==> src/rtl/cpu_pipe_pkg.sv <==
// cpu_pipe_pkg: shared control bundle and lane vector types for the decode/execute stage
package cpu_pipe_pkg;
   localparam int LANES = 3;
   localparam int WIDTH = 16;
   typedef struct packed {
      logic       pc_src;
      logic       reg_write;
      logic       mem_to_reg;
      logic       mem_write;
      logic       branch;
      logic       alu_src;
      logic       flag_write;
      logic [3:0] alu_control;
   } ctrl_t;
   localparam int CTRL_W = $bits(ctrl_t);
   typedef logic [LANES-1:0][WIDTH-1:0] lane_vec_t;
endpackage

==> src/rtl/pipe_entry_reg.sv <==
// pipe_entry_reg: one payload register with load enable and sync active-low reset
module pipe_entry_reg #(
   parameter int W = 8
) (
   input  logic         clk,
   input  logic         reset,
   input  logic         i_ld,
   input  logic [W-1:0] i_d,
   output logic [W-1:0] o_q
);
   logic [W-1:0] r_q;
   always_ff @(posedge clk)
      if (!reset) r_q <= '0;
      else if (i_ld) r_q <= i_d;
   assign o_q = r_q;
endmodule

==> src/rtl/pipe_stage_buffer.sv <==
// pipe_stage_buffer: decode/execute stage register with valid/ready, flush and optional skid entry
module pipe_stage_buffer import cpu_pipe_pkg::*; #(
   parameter int LANES  = 3,
   parameter int WIDTH  = 16,
   parameter int REG_AW = 4,
   parameter int SKID   = 1
) (
   input  logic                         clk,
   input  logic                         reset,
   input  logic                         flush,
   input  logic                         in_valid,
   output logic                         in_ready,
   input  logic [LANES-1:0][WIDTH-1:0]  in_src1,
   input  logic [LANES-1:0][WIDTH-1:0]  in_src2,
   input  logic [LANES-1:0][WIDTH-1:0]  in_imm,
   input  ctrl_t                        in_ctrl,
   input  logic [REG_AW-1:0]            in_wa3,
   output logic                         out_valid,
   input  logic                         out_ready,
   output logic [LANES-1:0][WIDTH-1:0]  out_src1,
   output logic [LANES-1:0][WIDTH-1:0]  out_src2,
   output logic [LANES-1:0][WIDTH-1:0]  out_imm,
   output ctrl_t                        out_ctrl,
   output logic [REG_AW-1:0]            out_wa3,
   output logic [1:0]                   out_count
);
   localparam int PW = 3*LANES*WIDTH + CTRL_W + REG_AW;
   logic          r_main_v, r_skid_v;
   logic          w_acc, w_con, w_ld_main, w_ld_skid;
   logic [PW-1:0] w_in_pay, w_main_d, w_main_q, w_skid_q;
   ctrl_t         w_ctrl;
   assign w_in_pay = {in_src1, in_src2, in_imm, in_ctrl, in_wa3};
   // skid mode derives ready from state only, so out_ready never reaches in_ready
   always_comb begin
      in_ready  = reset & ((SKID != 0) ? !r_skid_v : (!r_main_v | out_ready));
      w_acc     = in_valid & in_ready;
      w_con     = r_main_v & out_ready;
      w_ld_skid = w_acc & r_main_v & !w_con;
      w_ld_main = (w_con & r_skid_v) | (w_acc & (!r_main_v | w_con));
      w_main_d  = r_skid_v ? w_skid_q : w_in_pay;
   end
   always_ff @(posedge clk)
      if (!reset || flush) begin
         r_main_v <= 1'b0;
         r_skid_v <= 1'b0;
      end else begin
         r_main_v <= r_skid_v | w_acc | (r_main_v & !w_con);
         r_skid_v <= w_ld_skid | (r_skid_v & !w_con);
      end
   pipe_entry_reg #(.W(PW)) u_main (
      .clk   (clk),
      .reset (reset),
      .i_ld  (w_ld_main),
      .i_d   (w_main_d),
      .o_q   (w_main_q)
   );
   generate
      if (SKID != 0) begin : g_skid
         pipe_entry_reg #(.W(PW)) u_skid (
            .clk   (clk),
            .reset (reset),
            .i_ld  (w_ld_skid),
            .i_d   (w_in_pay),
            .o_q   (w_skid_q)
         );
      end else begin : g_noskid
         assign w_skid_q = '0;
      end
   endgenerate
   assign {out_src1, out_src2, out_imm, w_ctrl, out_wa3} = w_main_q;
   assign out_valid = r_main_v;
   assign out_ctrl  = r_main_v ? w_ctrl : '0;
   assign out_count = {1'b0, r_main_v} + {1'b0, r_skid_v};
endmodule

==> config.mk <==
export PLATFORM = sky130hd
export DESIGN_NAME = pipe_stage_buffer
export DESIGN_NICKNAME = d
export VERILOG_FILES = /design/src/rtl/cpu_pipe_pkg.sv /design/src/rtl/pipe_entry_reg.sv /design/src/rtl/pipe_stage_buffer.sv
export SDC_FILE = /design/constraint.sdc
export NUM_CORES = 1
export LEC_CHECK = 0
export ABC_AREA = 1
export BUFFER_PORTS_ARGS = -buffer_cell sky130_fd_sc_hd__buf_4
export CORE_MARGIN = 8
export CORE_UTILIZATION = 40
export DETAILED_ROUTE_END_ITERATION = 8
export GPL_TIMING_DRIVEN = 0
export PLACE_DENSITY_LB_ADDON = 0.25
export SLEW_MARGIN = 20
export SYNTH_ARGS = -nofsm -noshare
export SYNTH_HDL_FRONTEND = slang
export SYNTH_HIERARCHICAL = 1
export SYNTH_SLANG_ARGS = --single-unit
==> constraint.sdc <==
create_clock -name clk -period 2.1 [get_ports clk]
set_clock_uncertainty 0.15 [all_clocks]
set_input_delay 0.42 -clock clk [delete_from_list [all_inputs] [get_ports clk]]
set_output_delay 0.42 -clock clk [all_outputs]
set_load 0.01 [all_outputs]
# Yosys cells after proc, flatten, opt, wreduce, memory -nomap -nowiden

Index checks and enable logic that the tools add are counted.

Register bits after elaboration: 320
Bits in latches: 0
Bits in writable memories: 0
ROM bits: 0
Bits of input ports: 164
Output and inout port bits: 163
Word-level logic and storage cells: 26
Memories: 0

Add/subtract/negate cells: 1
Multiply operators: 0
Div/mod/pow operators: 0
Order comparisons: 0
Eq/ne operators: 0
Shift operators: 0
Mux-type cells: 2
Bitwise gates (word level): 14
Reduce and logical (&&, ||, !) cells: 5

Operator list:

| kind                 | number |
|---|---|
| two-way mux 159 bit  | 1 |
| two-way mux 11 bit   | 1 |
| AND 1 bit            | 9 |
| bitwise OR 1 bit     | 5 |
| zero test 1 bit      | 4 |
| adder 1 x 1 -> 2 bit | 1 |
| logical OR 1 bit     | 1 |

# Logic depth before layout (Yosys ltp)

Depth after elaboration: 6
Mapped depth: 10
Gate-level depth less buffers: 7

# Cells and area by module

The synthesis kept the hierarchy.

Modules (own cells, without submodules):

| module            | instances | cells an instance | area an instance (µm²) | sequential area each (µm²) |
|---|---|---|---|---|
| pipe_entry_reg    | 2         | 1007              | 6456.2                 | 3183.1 |
| pipe_stage_buffer | 1         | 552               | 2190.9                 | 40.0 |

# Least setup slack after synthesis

No wires, ideal clock.

Path type: register to register
From: reg r_skid_v
To: reg u_main.r_q[38] (netlist: u_main/o_q[38])
Library setup time: 0.064 ns
Arrival time: 1.509 ns
Data required time: 1.886 ns
Setup slack: 0.377 ns
Cell stages (with the launch flop): 10
Path buffers: 5
Clock period less this slack: 1.723 ns
Cell sequence: dfxtp_1 > buf_6 > buf_4 > nand2_1 > a21boi_0 > buf_2 > buf_6 > buf_2 > nor2_1 > nor2_1

Longest elaborated chain between the ends: 5
Elaborated cells on any way between the ends: 7
Classes of those cells: mux (1); bitwise (5); reduce/logical (1)

RTL lines:

| what                   | RTL line                | text |
|---|---|---|
| from (decl)            | pipe_stage_buffer.sv:28 | `logic r_main_v, r_skid_v;` |
| from (signal assigned) | pipe_stage_buffer.sv:48 | `r_skid_v <= w_ld_skid \| (r_skid_v & !w_con);` |
| zero test 1 bit        | pipe_stage_buffer.sv:35 | `in_ready = reset & ((SKID != 0) ? !r_skid_v : (!r_main_v \| out_ready));` |
| AND 1 bit              | pipe_stage_buffer.sv:35 |  |
| AND 1 bit              | pipe_stage_buffer.sv:36 | `w_acc = in_valid & in_ready;` |
| AND 1 bit              | pipe_stage_buffer.sv:39 | `w_ld_main = (w_con & r_skid_v) \| (w_acc & (!r_main_v \| w_con));` |
| bitwise OR 1 bit *     | pipe_stage_buffer.sv:39 |  |
| net w_ld_main          | pipe_stage_buffer.sv:29 | `logic w_acc, w_con, w_ld_main, w_ld_skid;` |
| to (signal assigned)   | pipe_entry_reg.sv:14    | `else if (i_ld) r_q <= i_d;` |
| to (decl)              | pipe_entry_reg.sv:11    | `logic [W-1:0] r_q;` |

Mark *: on every way through the listed nets, which the timed path passes. The rest lies on a longest branch.
A chain may end at the register's enable or synchronous reset.

# Worst setup path after layout

From: reg r_skid_v
To: out in_ready

Longest elaborated chain between the ends: 2

RTL lines:

| what            | RTL line                | text |
|---|---|---|
| zero test 1 bit | pipe_stage_buffer.sv:35 |  |
| AND 1 bit       | pipe_stage_buffer.sv:35 |  |
| to (decl)       | pipe_stage_buffer.sv:12 | `output logic in_ready,` |

No other way between the ends.

==> summary.md <==
| Metric | Value |
|---|---|
| Worst-skew pair later-pin latency | 540 ps |
| Die Area | roughly 44000 sq um |
| Period Utilization, post-route | 95.8% |
| Multi-input gate area in the final layout | 6700 sq um |
| CTS tree | built |
| Post-synth design cell area | 15100 sq um |
| FF/Latch Area | 6410 sq um |
| Pwr Density | 744 nW/um^2 |
| Final Instance Area | 19900 sq um |
| P_leak | 11.1 nW |
| First-pass GRT wire length | 73900 microns |
| Area Overhead vs Synth | 32.0% |
| CORE AREA | roughly 37000 sq um |
| H-tree depth | 2 |
| Final core utilization | between 50% and 60% |
| R2r worst-path depth | 10 |
| Initial core utilization | 40.4% |
| Syn Inst Count | 2566 |
| Crit. End Element | output port |
| Total track usage | 20.4% |
| Final hold violations | 0 |
| Drt total wl | between 40000 and 50000 microns |
| # rows | 71 |
| Die Wd | 210 microns |
| DR vias | 15100 |
| Syn Area/Cell | 5.89 sq um |
| Critical path class | flop to output port |
| WHS | 32.0 ps |
| Crit path max fanout | 10 |
| Routed Antenna Nets | 0 |
| Status | finished, final reports clean |
| CP max stage delay | 350 ps |
| Die H | 210 microns |
| Fin nets | 3138 |
| Post-DR wirelength/cell | ~13 microns |
| Worst-path cell chain | buf_6 > buf_6 > nor2_1 > buf_4 |
| Largest net degree at the start of global routing | 12 |
| Num ports | 327 |
| Share of post-route cells with drive strength above 1 | 17.4% |
| Crit path time final | 2010 ps |
| GR Overflow Total | 0 |
| Syn Nets | 2731 |
| Worst-path clk slew | 60 ps |
| Root buf cell | clkbuf_16 |
| Worst hold path class | input pin to flop |
| Ys Warns | 6 |
| Pwr Total | roughly 15 mW |
| Rel. slew slack | 67.1% |
| Max-cap viol count | 0 |
| RSZ-0062 raised after global routing | no |
| Vias per std cell | 4.30 |
| CP arrival | 1440 ps |
| GP Congestion | 0.847 |
| Peak supply drop | 0.532 mV |
| Library cells used by synthesis | 15 |
| DRC | 0 |
| Slew @ Worst Pin | 493 ps |
| Fin. max-slew vios | 0 |
| Setup_tns | 0 ps |
| Setup violators final | 0 |
| I/O Buffers | 326 |
| Hold depth | 5 |
| #FFs+latches synth | 320 |
| Initial DRC Count | 778 |
| DR pass1 iterations | 5 |
| Post-synthesis sequential area ratio | a little over two fifths |
| Worst endpoint required time | 1530 ps |
| Initial antenna violation count | 7 |
| Clock sink count | 320 |
| Highest clock rate | 497 MHz |
| DP HPWL | between 30000 and 40000 microns |
| Worst setup SP type | flop |
| Max Buffers Root-to-Sink | 3 |
| Vias in the first global route | 14400 |
| Most frequent CP cell | buf_6 |
| CP max-delay cell | dfxtp_1 |
| Filler Cell Count | 3802 |
| Placed cell areas | roughly 18000 sq um |
| Cts bufs inserted | 38 |
layout by cell type (no fill, tap or decap), types with 4 or more instances in the layout:
cell / instances
dfxtp_1: 319
clkbuf_8: 8
buf_4: 352
diode_2: 4
buf_6: 8
dlygate4sd3_1: 38
inv_1: 331
clkbuf_1: 20
clkinv_2: 4
clkbuf_4: 9
buf_2: 91
nor2_1: 639
nand2_1: 1126
clkbuf_16: 41
critical path: cells and delay by family (launching register included):
kind,cells,cell delay (ps)
AND/OR/NAND/NOR,1,60
buffers and inverters,3,490
flip-flops,1,350
synthesized netlist by cell type:
cell type | n | area share (%)
nand2_1 | 1126 | 28
nor2_1 | 640 | 16
inv_1 | 331 | 8.2
dfxtp_1 | 320 | 42
buf_2 | 109 | 3.6
buf_4 | 20 | 0.99
clkbuf_1 | 9 | 0.22
buf_6 | 4 | 0.30
a21boi_0 | 1 | 0.050
a21oi_1 | 1 | 0.033
a31oi_1 | 1 | 0.041
ha_1 | 1 | 0.083
inv_6 | 1 | 0.058
nand3_1 | 1 | 0.033
or2_2 | 1 | 0.041
per-stage QoR:
step | cells | setup WS, ps
global route | 3513 | 3.58
CTS | 3509 | 2.58
global placement | 3403 | -418
floorplan | 2566 | 377
finish | 3513 | 87.2
detailed placement | 3403 | -452
timing repair:
action / 4_1_cts / 5_1_grt
pin swaps: 0 / 1
setup endpoints to repair: 277 / 248
setup buffers: 2 / 0
resized for setup: 19 / 15
endpoints found under the hold margin: 39 / 0
hold buffers: 38 / 0
gates cloned: 1 / 0
metal layers:
layer,vias up,GRT usage [%],wire length [microns]
li1,8126,-,-
met4,6,6.34,1120
met5,-,0,41
met1,6536,25.0,20300
met2,350,34.4,21200
met3,76,5.93,3320
where the power goes:
part	leakage [nW]	switching, mW	internal [mW]
clock	0.606	2.54	3.95
combinational	7.91	0.995	0.894
sequential	2.61	0.138	6.32
total	11.1	3.68	11.2
registers in the layout (all words and copies together), names as in the netlist:
name and cells:
u_main/o_q 159, g_skid.u_skid/o_q 159, r_skid_v 1, out_valid 1
cells by family after synthesis:
family          Yosys count  synth area share [%]
compound gates            3                 0.124
fa+ha+maj                 1                0.0828
buf+inv                 474                  13.4
flops                   320                  42.4
simple gates           1768                  44.0
path summary, 6_finish.rpt:
path | from | end | slack [ps]
setup / recovery | r_skid_v$_SDFF_PP0_ | in_ready | 90
hold / removal | in_src1[10] | g_skid.u_skid/o_q[121]$_SDFFE_PN0P_ | 30
setup reg to reg | r_skid_v$_SDFF_PP0_ | u_main/o_q[65]$_SDFFE_PN0P_ | 90
hold reg to reg | u_main/o_q[93]$_SDFFE_PN0P_ | u_main/o_q[93]$_SDFFE_PN0P_ | 320
cell type report:
class	instances	share of cell area (%)
diodes	4	0.0502
plain buffers	142	4.22
clock buffers	60	5.91
clock inverters	5	0.251
inverters	332	6.28
multi-input cells	1772	33.6
flip-flops and latches	320	32.1
well taps	511	3.21
repair buffers	367	14.4
(Power assumes the default switching activity.)
